$ cat src/rtl/cti8_pkg.sv
// Shared definitions for the CTI-8 fetch path: fetch FSM states, opcode
// length encoding and the PC power-up address.
package cti8_pkg;

  typedef enum logic [1:0] {
    FETCH_OP = 2'd0,
    FETCH_LO = 2'd1,
    FETCH_HI = 2'd2,
    HOLD     = 2'd3
  } fetch_state_t;

  localparam int LEN_MSB = 7;
  localparam int LEN_LSB = 6;

  localparam logic [1:0] LEN1 = 2'd1;
  localparam logic [1:0] LEN2 = 2'd2;
  localparam logic [1:0] LEN3 = 2'd3;

  localparam logic [15:0] RESET_PC_DEFAULT = 16'hFE00;

  // Length field 2'b11 is reserved and treated as a single-byte opcode.
  function automatic logic [1:0] instr_len(input logic [7:0] opcode);
    case (opcode[LEN_MSB:LEN_LSB])
      2'b10:   instr_len = LEN3;
      2'b01:   instr_len = LEN2;
      default: instr_len = LEN1;
    endcase
  endfunction

endpackage

$ cat src/rtl/fetch_sequencer.sv
// Instruction fetch stage: pulls opcode/operand bytes at the PC address and
// presents a complete instruction bundle to decode over valid/ready.
module fetch_sequencer
  import cti8_pkg::*;
#(
  parameter logic [15:0] RESET_PC = RESET_PC_DEFAULT
) (
  input  logic        clk,
  input  logic        rst_n,
  input  logic        clk_en,
  input  logic [15:0] pc_addr,
  output logic        pc_inc,
  output logic [15:0] mem_addr,
  output logic        mem_rd,
  input  logic [7:0]  mem_rdata,
  input  logic        mem_ready,
  input  logic        flush,
  output logic        ir_valid,
  input  logic        ir_ready,
  output logic [7:0]  ir_opcode,
  output logic [15:0] ir_operand,
  output logic [1:0]  ir_len,
  output logic [15:0] ir_pc
);

  fetch_state_t state_q, state_d;
  logic [7:0]   opcode_q, opcode_d;
  logic [15:0]  operand_q, operand_d;
  logic [1:0]   len_q, len_d;
  logic [15:0]  pc_q, pc_d;
  logic         valid_q, valid_d;

  logic         accept;
  logic [1:0]   op_len;

  // A byte is consumed (and the PC bumped) only on a live, unflushed read.
  assign mem_rd   = (state_q != HOLD);
  assign accept   = mem_rd & mem_ready & clk_en & ~flush;
  assign pc_inc   = accept;
  assign mem_addr = pc_addr;
  assign op_len   = instr_len(mem_rdata);

  always_comb begin
    state_d   = state_q;
    opcode_d  = opcode_q;
    operand_d = operand_q;
    len_d     = len_q;
    pc_d      = pc_q;
    valid_d   = valid_q;

    if (clk_en) begin
      if (flush) begin
        state_d = FETCH_OP;
        valid_d = 1'b0;
      end else begin
        case (state_q)
          FETCH_OP: begin
            if (accept) begin
              opcode_d  = mem_rdata;
              pc_d      = pc_addr;
              operand_d = 16'h0000;
              len_d     = op_len;
              if (op_len == LEN1) begin
                state_d = HOLD;
                valid_d = 1'b1;
              end else begin
                state_d = FETCH_LO;
              end
            end
          end
          FETCH_LO: begin
            if (accept) begin
              operand_d[7:0] = mem_rdata;
              if (len_q == LEN3) begin
                state_d = FETCH_HI;
              end else begin
                state_d = HOLD;
                valid_d = 1'b1;
              end
            end
          end
          FETCH_HI: begin
            if (accept) begin
              operand_d[15:8] = mem_rdata;
              state_d         = HOLD;
              valid_d         = 1'b1;
            end
          end
          HOLD: begin
            if (ir_ready) begin
              state_d = FETCH_OP;
              valid_d = 1'b0;
            end
          end
          default: begin
            state_d = FETCH_OP;
            valid_d = 1'b0;
          end
        endcase
      end
    end
  end

  always_ff @(posedge clk) begin
    if (!rst_n) begin
      state_q   <= FETCH_OP;
      opcode_q  <= 8'h00;
      operand_q <= 16'h0000;
      len_q     <= LEN1;
      pc_q      <= RESET_PC;
      valid_q   <= 1'b0;
    end else begin
      state_q   <= state_d;
      opcode_q  <= opcode_d;
      operand_q <= operand_d;
      len_q     <= len_d;
      pc_q      <= pc_d;
      valid_q   <= valid_d;
    end
  end

  assign ir_valid   = valid_q;
  assign ir_opcode  = opcode_q;
  assign ir_operand = operand_q;
  assign ir_len     = len_q;
  assign ir_pc      = pc_q;

endmodule

$ cat config.mk
export PLATFORM = sky130hd
export DESIGN_NAME = fetch_sequencer
export DESIGN_NICKNAME = d
export VERILOG_FILES = /design/src/rtl/cti8_pkg.sv /design/src/rtl/fetch_sequencer.sv
export SDC_FILE = /design/constraint.sdc
export NUM_CORES = 1
export LEC_CHECK = 0
export ABC_AREA = 1
export CAP_MARGIN = 10
export CELL_PAD_IN_SITES_DETAIL_PLACEMENT = 2
export CELL_PAD_IN_SITES_GLOBAL_PLACEMENT = 2
export CORE_ASPECT_RATIO = 0.7
export CORE_MARGIN = 1
export CORE_UTILIZATION = 23
export DETAILED_ROUTE_END_ITERATION = 8
export HOLD_SLACK_MARGIN = 0.03
export PLACE_DENSITY_LB_ADDON = 0.1
export SLEW_MARGIN = 25
export SYNTH_ARGS = -nofsm -noshare
export SYNTH_HDL_FRONTEND = slang
export SYNTH_SLANG_ARGS = --single-unit
$ cat constraint.sdc
create_clock -name clk -period 2.4 [get_ports clk]
set_input_delay 0.6 -clock clk [delete_from_list [all_inputs] [get_ports clk]]
set_output_delay 0.6 -clock clk [all_outputs]
set_load 0.01 [all_outputs]
==> summary.md, run 1 <==
| Metric | Value |
|---|---|
| Most frequent CP cell | `clkdlybuf4s50_1` |
| Clk Latency, worst-skew pair | `0.29 ns` |
| Diodes inserted | `0` |
| CTS buffer count | `5` |
| CP Launch Type | `primary input` |
| ANT nets after route | `0` |
| Die footprint | `8710 um2` |
| EDFF count, synth | `0` |
| Endpoint class of the critical path | `primary output` |
| Final-report hold violation count | `0` |
| Synth Instances | `255` |
| Initial antenna violation count | `0` |
| Ys async rst share | `0%` |
| Sum Neg Setup Slack | `0 ns` |
| Final instance area | `3010 um2` |
| Overall Power | `1930 uW` |
| Setup ws final | `0.145 ns` |
| All-Layer GR Usage | `15.5%` |
| Largest stage delay, worst path | `0.55 ns` |
| Core ar. | `7970 um2` |
| Pre-CTS setup slack | `-0.129 ns` |
| CTS max path bufs | `2` |
| Pre-Repair DR Iteration Count | `7` |
| CP arrival | `1.66 ns` |
| Tmin final | `2.26 ns` |
| Fin Clk Skew | `0.00581 ns` |
| Area post-placement | `2830 um2` |
| 1st-iter DRT viols | `44` |
| Largest delay contributor family on the critical path | `buffers and inverters` |
| Leak pwr | `0.00123 uW` |
| Area Growth Syn to Fin | `57.0%` |
| Yosys reg bits | `45` |
| Area contributors post-synth | `dfxtp_1, nand2_1, nor2_1` |
| DR WL/cell | `14.4 um` |
| Worst-Margin Slew | `0.459 ns` |
| Slew Limit Fails | `0` |
| Hold Crit Class | `register to register` |
| Data required, critical path | `1.80 ns` |
| GRT Residual Overflow | `0` |
| Distinct cells, synth | `18` |
| Gp weighted congestion | `0.699` |
| CP max FO | `2` |
| # rows | `27` |
| Area leader, netlist | `dfxtp_1` |
| Io pins | `91` |
| Ys Warns | `0` |
| Status | `complete, but fails checks` |
| Max_slew headroom | `69.4%` |
| Synth Flop Type | `dfxtp_1` |
| Initial core utilization | `24.0%` |
| Register area share after synthesis | `47.0%` |
| CTS tree | `yes` |
| Clock Tree Root | `clkbuf_16` |
| Crit path buf inv count | `2` |
| Synthesized Nets | `291` |
| Drc violations | `14` |
| Critical Path Slowest Stage Cell | `clkdlybuf4s50_1` |
| RSZ-0062 raised after global routing | `false` |
| CP Cell Sequence | `clkdlybuf4s50_1 -> clkdlybuf4s50_1` |
| Clock slew at reported path FFs | `0.06 ns` |
| Vias in the first global route | `2078` |
| Post-synth top area share | `47.0%` |
| Pin count of the biggest net entering global routing | `27` |
| Via count | `1938` |
| Layout cells sized above 1 | `7.40%` |
| First-pass GRT wire length | `10600 um` |
| Most frequent cells after synthesis | `nand2_1, dfxtp_1, nor2_1, a21oi_1, buf_4` |
| Top-count cell post-synth | `nand2_1` |
| Max VDD drop | `0.248 mV` |
| Power per cell area | `640 nW/um2` |
| Number of setup violations in the final report | `0` |
| Fin crit share | `94.0%` |
| Max-cap violations | `0` |
| Setup Crit Path Kind | `primary input to primary output` |
| Width of the chip | `111 um` |
| Hold buffer count at CTS | `0` |
| Fin nets | `373` |
| Maximum clock frequency | `443 MHz` |
| # port buffers | `90` |
| DP Wirelength | `4750 um` |
| Failing checks | `DRC` |
| Vias per cell | `4.41` |
| Post-Syn Area | `1920 um2` |
| Die Span Y | `78.4 um` |
| CTS H-tree depth | `2` |
| Avg Cell Area, Syn | `7.52 um2` |
| Routed WL | `6330 um` |
| CTS Sinks | `45` |
cell usage in the layout (no fill, tap or decap), types with 10 or more instances in the layout:
cell type and n:
nor2_1 40, buf_4 10, o21ai_1 11, clkdlybuf4s50_1 89, dfxtp_1 45, nand3_1 10
a21oi_1 21, o21ai_0 10, nand2_1 62, inv_1 15
final timing paths:
check                                     from        endpoint  slack, ns  cells past startpoint
worst min register to register  ir_operand[11]  ir_operand[11]       0.46                      2
worst max-delay path                pc_addr[2]     mem_addr[2]       0.14                      2
worst max register to register      state_q[0]       ir_len[0]       0.55                      8
worst min-delay path            ir_operand[11]  ir_operand[11]       0.46                      2
state kept, by name (all words and copies together), names as in the netlist:
name	cells
ir_valid	1
ir_len	2
ir_pc	16
ir_operand	16
state_q	2
ir_opcode	8
area by class of cell:
cell class | count | area [um2]
Sequential cell | 45 | 901
Timing Repair Buffer | 100 | 975
Clock buffer | 7 | 143
Inverter | 17 | 63.8
Tap cell | 101 | 126
Clock inverter | 1 | 30.0
Multi-Input combinational cell | 168 | 772
Fill cell | 925 | 4960
per-stage QoR:
step | cells | util (%) | hold WS (ns)
floorplan | 255 | - | 0.483
global placement | 430 | 35.5 | 0.439
detailed placement | 430 | 35.5 | 0.454
CTS | 439 | 37.8 | 0.471
global route | 439 | 37.8 | 0.493
finish | 439 | 37.8 | 0.464
routing by layer:
layer | GRT usage, % | vias up | wire length (um)
met4 | 4.05 | 0 | 61
met3 | 4.25 | 8 | 351
met1 | 20.4 | 925 | 3160
met5 | 0 | - | 0
li1 | - | 952 | -
met2 | 25.0 | 53 | 2760
logic make-up after synthesis:
family	count (synthesis)	share of synthesized area, %
simple gates	120	25.4
flops	45	47.0
compound gates	42	11.0
buf+inv	42	12.7
fa+ha+maj	6	3.92
where the power goes:
| group | leakage [uW] | internal, uW | switching (uW) | total, uW |
|---|---|---|---|---|
| sequential | 0.000366 | 779 | 19.0 | 798 |
| combinational | 0.000783 | 161 | 152 | 313 |
| clock | 0.0000841 | 521 | 294 | 814 |
| total | 0.00123 | 1460 | 464 | 1930 |
what timing repair did:
action,in CTS,in global routing
setup buffers,1,0
setup endpoints to repair,1,0
resized for setup,1,0
Note: power is estimated with default switching activity, not from simulation.
==> run 2: changes to the inputs <==
ABC_AREA = 0   (was 1)
CORE_UTILIZATION = 25   (was 23)
==> run 2 against run 1 <==
Power fell by 4.0%. Area after synthesis up 3.6%. The flow now finishes without violations. Combinational power down 12%. Die area down 4.6%. Critical endpoint is now pc_inc. Final area grew 0.83%. Clock-buffer cell count fell by 1. Non-clock buffer count decreased by 3. Synthesized cell count decreased by 14%. Flip-flop and latch count stayed put. First-iteration DRC count increased by 16%.
==> summary.md, run 2 <==
| Metric | Value |
|---|---|
| Pre-Repair DR Iteration Count | `3 (-4)` |
| Area of the multi-input gates | `877 um2 (+14%)` |
| Hold Path Sink | `ir_pc[3]` |
| GRT Residual Overflow | `0 (unchanged)` |
| Number of setup violations in the final report | `0 (unchanged)` |
| Reg2Reg Depth | `6 (-2)` |
| Vias in the first global route | `1951 (-6.1%)` |
| Commonest non-fill, non-tap cell in the layout | `clkdlybuf4s50_1` |
| Final-report hold violation count | `0 (unchanged)` |
| Worst R2R Setup Slack | `0.53 ns (-0.02 ns)` |
| Ys async rst share | `0% (unchanged)` |
| DP Wirelength | `4380 um (-7.8%)` |
| Area share of fa/ha/maj cells after synthesis | `3.78% (-0.14 points)` |
| WP depth | `3 (+1)` |
| Compound-gate portion of the synthesized area | `17.8% (+6.8 points)` |
| # rows | `26 (-3.7%)` |
| Routed WL | `5970 um (-5.8%)` |
| Fin Clk Skew | `0.00302 ns (-0.00279 ns)` |
| Initial core utilization | `26.5% (+2.5 points)` |
| ANT nets after route | `0 (unchanged)` |
| Width of the chip | `109 um (-2.3%)` |
| Hold Crit Class | `register to register` |
| Leak pwr | `0.00111 uW (-10%)` |
| Die Span Y | `76.6 um (-2.3%)` |
| Max VDD drop | `0.239 mV (-3.5%)` |
| Power per cell area | `609 nW/um2 (-4.7%)` |
| EDFF count, synth | `0 (unchanged)` |
| Max-cap violations | `0 (unchanged)` |
| DR WL/cell | `15.2 um (+5.3%)` |
| Io pins | `91 (unchanged)` |
| Pin count of the biggest net entering global routing | `32 (+19%)` |
| Maximum clock frequency | `433 MHz (-2.4%)` |
| Largest stage delay, worst path | `0.48 ns (-0.07 ns)` |
| Hold depth | `2 (unchanged)` |
| Hold buffer count at CTS | `0 (unchanged)` |
| Area leader, netlist | `dfxtp_1` |
| Setup Crit Path Kind | `primary input to primary output` |
| Core ar. | `7480 um2 (-6.2%)` |
| Initial antenna violation count | `0 (unchanged)` |
| Fillers | `840 (-9.2%)` |
| RSZ-0062 raised after global routing | `false` |
| Fin crit share | `96.3% (+2.3 points)` |
| First-pass GRT wire length | `10000 um (-5.3%)` |
| Largest family of logic cells by synthesized area | `simple AND/OR/NAND/NOR gates` |
| Synthesized-area fraction occupied by and/or/nand/nor cells | `21.8% (-3.6 points)` |
| Data required, critical path | `1.80 ns (about the same)` |
| Pre-CTS setup slack | `-0.254 ns (-0.126 ns)` |
| Xor/xnor share of the synthesized area | `0% (unchanged)` |
| RR Startpoint | `state_q[0]` |
| FF-to-FF End | `state_q[1]` |
| Vias per cell | `4.46 (+0.98%)` |
| Avg Cell Area, Syn | `9.07 um2 (+21%)` |
| Mux contribution to synthesized area | `0.504% (+0.50 points)` |
| Distinct cells, synth | `32 (+14)` |
| Overall Power | `1850 uW (-4.0%)` |
| 1st-iter DRT viols | `51 (+16%)` |
| Clock slew at reported path FFs | `0.06 ns (about the same)` |
| CP Launch Type | `primary input` |
| Seq. cell area | `901 um2 (unchanged)` |
| Die footprint | `8310 um2 (-4.6%)` |
| Max_slew headroom | `54.5% (-15 points)` |
| # port buffers | `90 (unchanged)` |
| Layout cells sized above 1 | `7.80% (+0.40 points)` |
| Diodes inserted | `0 (unchanged)` |
| All-Layer GR Usage | `15.7% (+0.20 points)` |
| Area Growth Syn to Fin | `52.9%` |
| Slew Limit Fails | `0 (unchanged)` |
| Via count | `1752 (-9.6%)` |
| Most frequent cells after synthesis | `nand2_1, dfxtp_1, buf_4, a22oi_1, nor2b_1` |
| CP Cell Sequence | `clkdlybuf4s50_1 -> nor4bb_2 -> dlygate4sd2_1` |
| CTS Sinks | `45 (unchanged)` |
| Endpoint class of the critical path | `primary output` |
| CP max FO | `2 (unchanged)` |
| Post-synth top area share | `45.4% (-1.6 points)` |
| Synthesized Nets | `255 (-12%)` |
| Ys Warns | `0 (unchanged)` |
| Synth Flop Type | `dfxtp_1` |
| Most frequent cells in the layout | `clkdlybuf4s50_1, nand2_1, dfxtp_1, a22oi_1, nor2b_1` |
| Worst-Margin Slew | `0.678 ns (+0.219 ns)` |
| Hold_sp | `ir_pc[3]` |
| CTS tree | `yes` |
| CTS H-tree depth | `2 (unchanged)` |
| Critical Path Slowest Stage Cell | `clkdlybuf4s50_1` |
| Fin nets | `330 (-12%)` |
| Yosys reg bits | `45 (unchanged)` |
| CTS max path bufs | `2 (unchanged)` |
| Synth Instances | `219 (-14%)` |
| Tmin final | `2.31 ns (+0.0563 ns)` |
| CTS buffer count | `5 (unchanged)` |
| CP arrival | `1.71 ns (+0.05 ns)` |
| Crit path buf inv count | `2 (unchanged)` |
| Status | `completed` |
| Clock Tree Root | `clkbuf_16` |
| Drc violations | `0 (-14)` |
| Post-Syn Area | `1990 um2 (+3.6%)` |
| Register area share after synthesis | `45.4% (-1.6 points)` |
| Area contributors post-synth | `dfxtp_1, nand2_1, buf_4` |
| Gp weighted congestion | `0.658 (-5.9%)` |
| Setup ws final | `0.0884 ns (-0.0563 ns)` |
| Largest delay contributor family on the critical path | `buffers and inverters` |
| Clk Latency, worst-skew pair | `0.28 ns (about the same)` |
| Top-count cell post-synth | `nand2_1` |
run 2: changes by cell type in the layout (fill, tap and decap cells not counted), sizes merged, moves of 3 or more:
| cell | previous run | this run |
|---|---|---|
| a21boi | 0 | 19 |
| a21oi | 21 | 1 |
| a22oi | 0 | 16 |
| and2 | 0 | 3 |
| buf | 10 | 7 |
| inv | 16 | 4 |
| nand2 | 62 | 55 |
| nand3 | 11 | 8 |
| nor2 | 46 | 1 |
| nor2b | 0 | 16 |
| o21ai | 21 | 2 |
run 2: cell families after synthesis:
logic type,Yosys count
AOI/OAI and AO/OA,45
adders and majority gates,6
buffers and inverters,33
DFF,45
muxes,1
and+or+nand+nor,89
run 2: final cells by class:
cell class                 instances  area share [%]
timing repair buffer              97            31.4
sequential                        45            29.7
multi-input combinational        141            28.9
clock buffer                       6            4.25
tap                               98            4.04
clock inverter                     2            1.28
inverter                           4           0.495
run 2: worst max-delay path by stage:
stage / from / endpoint
3_3_place_gp: mem_ready / pc_inc
5_1_grt: mem_ready / pc_inc
4_1_cts: mem_ready / pc_inc
3_5_place_dp: mem_ready / pc_inc
2_1_floorplan: mem_ready / ir_len[1]
6_report: mem_ready / pc_inc
run 2: stage by stage:
stage | util, % | cells | area (um2) | TNS (ns) | hold WS (ns)
3_5_place_dp | 38.3 | 385 | 2860 | -0.263 | 0.452
3_3_place_gp | 38.3 | 385 | 2860 | -0.213 | 0.445
6_report | 40.6 | 393 | 3040 | 0 | 0.458
2_1_floorplan | - | 219 | 1990 | 0 | 0.464
5_1_grt | 40.6 | 393 | 3040 | 0 | 0.492
4_1_cts | 40.6 | 393 | 3040 | 0 | 0.460
run 2: tightest hold or removal path, cell delays in order (launching register included):
cell and delay, ns:
dfxtp_1 0.31, nand2_1 0.05, a21boi_1 0.05
run 2: where the power goes:
group | total [uW] | leakage, uW | internal [uW] | switching, uW
Combinational | 274 | 0.000662 | 152 | 122
Clock | 790 | 0.0000810 | 494 | 296
Sequential | 786 | 0.000365 | 771 | 14.6
run 2: repair_timing:
item | in CTS | in global routing
setup buffers | 0 | 0
setup endpoints to repair | 1 | 0
gates resized for setup | 2 | 0
hold endpoints to repair | 0 | 0
run 2: layer usage:
layer,track usage (%),wire (um),vias to the layer above
met5,0,0,-
met4,4.86,75,0
met3,3.51,234,8
met2,24.6,2650,41
met1,21.2,3010,838
li1,-,-,865
==> run 3: changes to the inputs <==
CAP_MARGIN = 20   (was 10)
CORE_UTILIZATION = 24   (was 25)
CTS_BUF_LIST = sky130_fd_sc_hd__clkbuf_4 sky130_fd_sc_hd__clkbuf_8   (was unset)
clock period = 2.5 ns   (was 2.4 ns; I/O delays follow)
==> run 3 against run 2 <==
Clock-buffer cell count did not move. Critical path depth did not move. Combinational power is essentially flat. Setup slack improved by 0.061 ns. Worst hold slack lost 0.0015 ns. Largest cell class unchanged. Final area down 0.78%.
==> summary.md, run 3 (synthesis gave the netlist of run 2 again) <==
| Metric | Value |
|---|---|
| Slew Limit Fails | `0 (unchanged)` |
| DR WL/cell | `14.9 um (-2.1%)` |
| Initial antenna violation count | `0 (unchanged)` |
| Hold buffer count at CTS | `0 (unchanged)` |
| Clock slew at reported path FFs | `0.09 ns (+0.03 ns)` |
| Pre-Repair DR Iteration Count | `3 (unchanged)` |
| Max_slew headroom | `49.3% (-5.2 points)` |
| Layout cells sized above 1 | `8.45% (+0.65 points)` |
| Fin nets | `331 (+0.30%)` |
| Pin count of the biggest net entering global routing | `37 (+16%)` |
| CTS tree | `yes` |
| All-Layer GR Usage | `14.3% (-1.4 points)` |
| Die Span Y | `78.1 um (+2.0%)` |
| Maximum clock frequency | `425 MHz` |
| Diodes inserted | `0 (unchanged)` |
| CP arrival | `1.73 ns (+0.02 ns)` |
| GR Util met2 | `22.9% (-1.8 points)` |
| Gp weighted congestion | `0.665 (+1.1%)` |
| Setup Crit Path Kind | `primary input to primary output` |
| Hold Slack | `0.456 ns (-0.00147 ns)` |
| Tmin final | `2.35 ns` |
| Core ar. | `7940 um2 (+6.1%)` |
| Routed WL | `5900 um (-1.1%)` |
| Area Growth Syn to Fin | `51.7%` |
| GRT Residual Overflow | `0 (unchanged)` |
| Endpoint class of the critical path | `primary output` |
| Fin Clk Skew | `0.0128 ns (+0.00980 ns)` |
| Power per cell area | `506 nW/um2 (-17%)` |
| Most frequent cells in the layout | `clkdlybuf4s50_1, nand2_1, dfxtp_1, a22oi_1, nor2b_1` |
| CTS Sinks | `45 (unchanged)` |
| Number of setup violations in the final report | `0 (unchanged)` |
| Met3 GRT Util | `3.78% (+0.28 points)` |
| Worst-Margin Slew | `0.755 ns (+0.0768 ns)` |
| CP max FO | `2 (unchanged)` |
| DP Wirelength | `4360 um (-0.36%)` |
| Final-report hold violation count | `0 (unchanged)` |
| Max VDD drop | `0.249 mV (+4.2%)` |
| CTS max path bufs | `2 (unchanged)` |
| Io pins | `91 (unchanged)` |
| Resized Gates After CTS | `3 (+1)` |
| ANT nets after route | `0 (unchanged)` |
| 1st-iter DRT viols | `45 (-12%)` |
| Vias per cell | `4.46 (about the same)` |
| First-pass GRT wire length | `9720 um (-3.0%)` |
| Drc violations | `0 (unchanged)` |
| Busiest grt layer | `met2` |
| CTS buffer count | `5 (unchanged)` |
| RSZ-0062 raised after global routing | `false` |
| Met1 Use GR | `19.1% (-2.0 points)` |
| Clk Latency, worst-skew pair | `0.30 ns (+0.02 ns)` |
| Data required, critical path | `1.88 ns (+0.08 ns)` |
| Clock Tree Root | `clkbuf_8` |
| Initial core utilization | `25.0% (-1.5 points)` |
| Vias in the first global route | `1894 (-2.9%)` |
| Max-cap violations | `0 (unchanged)` |
| Width of the chip | `111 um (+2.0%)` |
| Setup bufs post-CTS | `0 (unchanged)` |
| CTS H-tree depth | `2 (unchanged)` |
| Leak pwr | `0.00109 uW (-1.6%)` |
| Setup ws final | `0.149 ns (+0.0607 ns)` |
| # rows | `27 (+3.8%)` |
| Pre-CTS setup slack | `-0.275 ns (-0.0203 ns)` |
| Die footprint | `8650 um2 (+4.1%)` |
| Status | `completed` |
| Via count | `1771 (+1.1%)` |
| Hold Crit Class | `register to register` |
| Fin crit share | `94.0%` |
| # port buffers | `90 (unchanged)` |
| Commonest non-fill, non-tap cell in the layout | `clkdlybuf4s50_1` |
| CP Launch Type | `primary input` |
[run 3: critical path, cell delays in order]
cell             delay (ns)
clkdlybuf4s50_1        0.48
nor4bb_4               0.32
dlygate4sd2_1          0.30
[run 3: cell type report]
class / instances / area [um2]
clock inverters: 2 / 16.3
multi-input cells: 141 / 886
clock buffers: 6 / 82.6
well taps: 101 / 126
flip-flops and latches: 45 / 901
inverters: 4 / 15.0
repair buffers: 98 / 985
fillers: 878 / 4930
[run 3: report_power, final]
group	internal (uW)	switching, uW	total [uW]
combinational	152	119	271
clock	228	272	500
sequential	740	13.7	753
total	1120	405	1520
[run 3: path summary, 6_finish.rpt]
check               endpoint  depth (start not counted)  slack, ns  startpoint
hold / removal      ir_pc[6]                          2       0.46    ir_pc[6]
hold reg to reg     ir_pc[6]                          2       0.46    ir_pc[6]
setup reg to reg  state_q[0]                          6       0.65  state_q[1]
setup / recovery      pc_inc                          3       0.15   mem_ready
[run 3: metal layers]
| metal | up-vias | share of wire [%] |
|---|---|---|
| met5 | - | 0 |
| met4 | 0 | 0.73 |
| met3 | 4 | 4.3 |
| met2 | 43 | 44 |
| met1 | 852 | 51 |
| li1 | 872 | - |
[run 3: through the flow]
stage | TNS (ns) | instances | area (um2) | utilization (%) | total power (uW)
global route | 0 | 397 | 3010 | 37.9 | 1610
floorplan | 0 | 219 | 1990 | - | 901
finish | 0 | 397 | 3010 | 37.9 | 1520
CTS | 0 | 397 | 3010 | 37.9 | 1560
detailed placement | -0.317 | 389 | 2900 | 36.5 | 1050
global placement | -0.243 | 389 | 2900 | 36.5 | 1040
==> RTL change 1, RTL diff (config.mk and constraints of run 2) <==
Take the reset off `operand_q` and load it in a clocked block of its own.
--- a/src/rtl/fetch_sequencer.sv
+++ b/src/rtl/fetch_sequencer.sv
@@ -107,3 +107,2 @@
       opcode_q  <= 8'h00;
-      operand_q <= 16'h0000;
       len_q     <= LEN1;
@@ -114,3 +113,2 @@
       opcode_q  <= opcode_d;
-      operand_q <= operand_d;
       len_q     <= len_d;
@@ -119,2 +117,6 @@
     end
+  end
+
+  always_ff @(posedge clk) begin
+    operand_q <= operand_d;
   end
Check against the original RTL: differs if rst_n is asserted again (counterexample within 4 cycles, from zero or initial values and one cycle with rst_n low); with rst_n held inactive, the same outputs for 4 cycles.
==> RTL change 1 against run 2 <==
Routed wire length is 3.3% lower. Register-to-register slack worse by 0.16 ns. Power is 12% lower. Worst hold slack better by 0.0086 ns. Setup slack better by 0.085 ns. First-iteration DRC count is 24% lower. Count of clock-buffer cells in the layout is 1 lower. Cell count is 4.1% lower. Sequential cell count stayed put. Synthesized cell count is 10% lower. Design area is 0.91% lower. Area after synthesis is 1.3% lower. Global-route usage is 0.54 points lower. Critical path type unchanged. Largest power group is now registers.
==> RTL change 1: results (changes against run 2) <==
[status]
run_status=completed

[route]
totalWireLength_mm=5.77  ; -3.3%
num_vias=1669  ; -4.7%
initialDrtViolationCount=39  ; -24%
firstDrtPassIters=4  ; +1

[sta]
finalSetupTns_ns=0  ; unchanged
worst_case_headroom_to_the_max_slew_limit=0.526  ; -0.0193
final.setup_skew_ns=0.00815  ; +0.00513 ns

[hold_path]
holdCritPathClass=reg -> reg

[cts]
post_cts_buffers=0  ; unchanged
clk_latency_ns=0.30  ; +0.02 ns
cts.htree.levels=2  ; unchanged
clk_path_buf_depth=2  ; unchanged
worst_setup_hold_path_clk_slew_ns=0.10  ; +0.04 ns
cts.root.buffer_cell=sky130_fd_sc_hd__clkbuf_8

[global_routing]
grt_pass1_vias=1819  ; -6.8%
grt_antenna_before_repair=0  ; unchanged
met1_track_utilization_from_global_routing=0.204  ; -0.00762
grtUsageMet2=0.242  ; -0.00389
grt_start_max_net_pins=30  ; -6.3%
gr-usage-all-layers=0.151  ; -0.00539
grt.met3_usage=0.0368  ; +0.00171
grt_pass1_wl_mm=9.44  ; -5.8%

[critical_path]
crit_path_max_incr_delay_ns=0.54  ; +0.06 ns
timing.critical_path.arrival_ns=1.63  ; -0.08 ns
worstPathMaxFanout=2  ; unchanged
timing.critical_path.slowest_stage_cell=sky130_fd_sc_hd__clkdlybuf4s50_1
cpLargestDelayFamily=buffers and inverters

[yosys]
synth.net_count=233  ; -8.6%
synth_top_cells_by_area=sky130_fd_sc_hd__dfxtp_1, sky130_fd_sc_hd__edfxtp_1, sky130_fd_sc_hd__nand2_1
yosysSeqAreaShare=0.542  ; +0.0878
synth-warning-count=0  ; unchanged
synth-async-reset-ratio=0  ; unchanged
ys_dominant_reg_cell=sky130_fd_sc_hd__dfxtp_1
number_of_flops_mapped_to_enable_cells_by_yosys=16  ; +16
yosys.cell_types.count=25  ; -22%
synth_commonest_cells=sky130_fd_sc_hd__nand2_1, sky130_fd_sc_hd__dfxtp_1, sky130_fd_sc_hd__and2_1

[power]
worst_ir_drop_vdd_mv=0.215  ; -10%
cellLeakagePower_nw=1.12  ; +0.87%
internal_power_mw=1.20  ; -15%

[placement]
place.detailed.hpwl_mm=4.29  ; -2.1%
numPortBuffers=90  ; unchanged
gp_congestion=0.683  ; +3.8%

[layout]
drive_gt1_frac=0.0753  ; -0.00270
n_antenna_cell=0  ; unchanged
nNetsFinal=314  ; -4.8%

-- RTL change 1: area by class of cell --
class                   count  area (sq um)
fillers                   816          4440
flip-flops and latches     45          1060
repair buffers            100          1000
multi-input cells         122           719
well taps                  98           123
clock buffers               5          68.8
clock inverters             3          21.3
inverters                   4          15.0
-- RTL change 1: logic make-up (layout without fill, tap and decap cells) --
family / Yosys count / in the layout / synth area share
simple gates: 86 / 86 / 0.213
fa+ha+maj: 6 / 6 / 0.0383
compound gates: 29 / 29 / 0.110
flops: 45 / 45 / 0.542
buf+inv: 30 / 112 / 0.0913
mux: 1 / 1 / 0.00511
-- RTL change 1: worst min-delay path: stages (launching register included) --
cell and delay (ns):
sky130_fd_sc_hd__dfxtp_1 0.32, sky130_fd_sc_hd__nand2_1 0.05, sky130_fd_sc_hd__a21boi_0 0.06
-- RTL change 1: final timing paths --
kind | from | endpoint | slack (ns) | cells after the start
worst min register to register | ir_pc[0] | ir_pc[0] | 0.47 | 2
worst max-delay path | pc_addr[9] | mem_addr[9] | 0.17 | 2
worst max register to register | state_q[0] | ir_valid | 0.37 | 6
worst min-delay path | ir_pc[0] | ir_pc[0] | 0.47 | 2
-- RTL change 1: power by group through the flow --
stage | sequential, mW | clock, mW | combinational (mW)
5_1_grt | 0.845 | 0.545 | 0.332
6_report | 0.840 | 0.488 | 0.302
2_1_floorplan | 0.871 | 0 | 0.118
3_5_place_dp | 0.859 | 0 | 0.308
3_3_place_gp | 0.857 | 0 | 0.302
4_1_cts | 0.841 | 0.508 | 0.309
-- RTL change 1: routing by layer --
metal / vias up / wire length [um]
li1: 798 / -
met1: 818 / 2900
met2: 49 / 2560
met3: 4 / 272
met4: 0 / 41
met5: - / 0
-- RTL change 1: stage by stage --
| stage | instance area, sq um | setup WS, ns | hold slack, ns | power [mW] | cells |
|---|---|---|---|---|---|
| floorplan | 1960 | 0.619 | 0.469 | 0.988 | 197 |
| global placement | 2920 | -0.0920 | 0.446 | 1.16 | 369 |
| detailed placement | 2920 | -0.0941 | 0.459 | 1.17 | 369 |
| CTS | 3010 | 0.164 | 0.473 | 1.66 | 377 |
| global route | 3010 | 0.132 | 0.504 | 1.72 | 377 |
| finish | 3010 | 0.173 | 0.466 | 1.63 | 377 |
-- RTL change 1: what timing repair did --
action,CTS,global route
endpoints found under the setup margin,1,0
resized for setup,1,0
endpoints found under the hold margin,0,0
==> RTL change 2, RTL diff (config.mk and constraints of run 2) <==
Made on the original files. Set the package constant `LEN_LSB` to 3 (it was 6).
--- a/src/rtl/cti8_pkg.sv
+++ b/src/rtl/cti8_pkg.sv
@@ -12,3 +12,3 @@
   localparam int LEN_MSB = 7;
-  localparam int LEN_LSB = 6;
+  localparam int LEN_LSB = 3;
 
Function: changed (a bounded check fails within 4 cycles, from zero or initial values and one cycle with rst_n low).
==> RTL change 2 against run 2 <==
Clock skew grew 0.00096 ns. Setup slack better by 0.059 ns. Routed wire length grew 5.5%. Area after synthesis grew 3.4%. Global-route usage is 0.58 points lower. Die area grew 3.3%. Largest power group is now registers. Synthesized cell count increased by 1.4%. Sequential cell count unchanged. Count of clock-buffer cells in the layout stayed put. Critical endpoint unchanged. Design area grew 2.7%. Power is 7.5% lower.
==> RTL change 2: results (changes against run 2) <==
[status]
run_status=completed

[critical_path]
crit_path_max_incr_delay_ns=0.43  ; -0.05 ns
timing.critical_path.arrival_ns=1.65  ; -0.06 ns

[global_routing]
grt_start_max_net_pins=19  ; -41%
gr-usage-all-layers=0.151  ; -0.00582
grt_pass1_wl_mm=9.90  ; -1.2%
grt_pass1_vias=1866  ; -4.4%

[power]
worst_ir_drop_vdd_mv=0.271  ; +13%
cellLeakagePower_nw=1.13  ; +1.5%

[route]
totalWireLength_mm=6.30  ; +5.5%
num_vias=1823  ; +4.1%
initialDrtViolationCount=38  ; -25%
firstDrtPassIters=4  ; +1

[yosys]
yosys.area.top_type_share=0.439  ; -0.0149
synth.net_count=257  ; +0.78%
yosysSeqAreaShare=0.439  ; -0.0149
yosys.cell_types.count=33  ; +3.1%
synth_commonest_cells=sky130_fd_sc_hd__nand2_1, sky130_fd_sc_hd__dfxtp_1, sky130_fd_sc_hd__buf_4
syn-instance-count=222  ; +1.4%

[layout]
drive_gt1_frac=0.134  ; +0.0556
nNetsFinal=341  ; +3.3%
layout.filler_cells=897  ; +6.8%

[placement]
dpl.cell_count=400  ; +3.9%
place.detailed.hpwl_mm=4.79  ; +9.4%
gp_congestion=0.699  ; +6.2%
place_area_sq_um=2980  ; +4.1%

[sta]
final.setup_skew_ns=0.00398  ; +0.000960 ns
worst_case_headroom_to_the_max_slew_limit=0.542  ; -0.00343

[hold_path]
holdCritPathClass=reg -> reg

[RTL change 2: cell count changes after synthesis, moves of 3 or more]
cell,before,now
sky130_fd_sc_hd__buf_6,3,0
sky130_fd_sc_hd__buf_12,0,3
sky130_fd_sc_hd__a21boi_1,10,1
sky130_fd_sc_hd__a21boi_2,3,13
[RTL change 2: final timing paths]
check                                 from            to  slack [ns]  cells past startpoint
worst min-delay path              ir_pc[0]      ir_pc[0]        0.45                      2
worst max register to register  state_q[0]  ir_opcode[4]        0.62                      7
worst max-delay path                 flush        pc_inc        0.15                      3
worst min register to register    ir_pc[0]      ir_pc[0]        0.45                      2
[RTL change 2: metal layers]
metal / share of wire / track usage / routed length [um] / vias to the layer above
li1: - / - / - / 897
met1: 0.51 / 0.206 / 3190 / 873
met2: 0.44 / 0.245 / 2770 / 51
met3: 0.050 / 0.0353 / 315 / 2
met4: 0.0033 / 0.0237 / 21 / 0
met5: 0 / 0 / 0 / -
[RTL change 2: through the flow]
stage	worst slack, ns	setup TNS [ns]	total power [mW]
2_1_floorplan	0.781	0	0.930
3_3_place_gp	-0.0924	-0.0924	1.07
3_5_place_dp	-0.111	-0.111	1.08
4_1_cts	0.141	0	1.74
5_1_grt	0.0996	0	1.80
6_report	0.147	0	1.71
[RTL change 2: tightest hold or removal path, delay by kind of cell (launching register included)]
kind | cells | cell delay, ns
flip-flops | 1 | 0.31
AO/OA/AOI/OAI | 1 | 0.05
AND/OR/NAND/NOR | 1 | 0.05
[RTL change 2: logic make-up after synthesis]
| group | after synthesis | synth area share |
|---|---|---|
| compound gates | 45 | 0.185 |
| xor+xnor | 1 | 0.00427 |
| fa+ha+maj | 5 | 0.0305 |
| buf+inv | 31 | 0.116 |
| flops | 45 | 0.439 |
| mux | 1 | 0.00488 |
| simple gates | 94 | 0.221 |
[RTL change 2: timing repair]
item,CTS,global route
endpoints found under the setup margin,1,0
gates resized for setup,1,0
hold buffers,0,0
endpoints found under the hold margin,0,0
[RTL change 2: final cells by class]
cell class / count / area (sq um) / area share
multi-input combinational: 146 / 915 / 0.293
clock inverter: 2 / 10.0 / 0.00321
clock buffer: 6 / 129 / 0.0413
inverter: 3 / 11.3 / 0.00361
timing repair buffer: 105 / 1020 / 0.329
tap: 101 / 126 / 0.0405
sequential: 45 / 901 / 0.289
[RTL change 2: power breakdown]
| part | internal, mW | leakage, nW | switching (mW) |
|---|---|---|---|
| clock network | 0.383 | 0.0706 | 0.272 |
| registers | 0.768 | 0.365 | 0.0117 |
| logic | 0.155 | 0.690 | 0.121 |
| total | 1.31 | 1.13 | 0.405 |
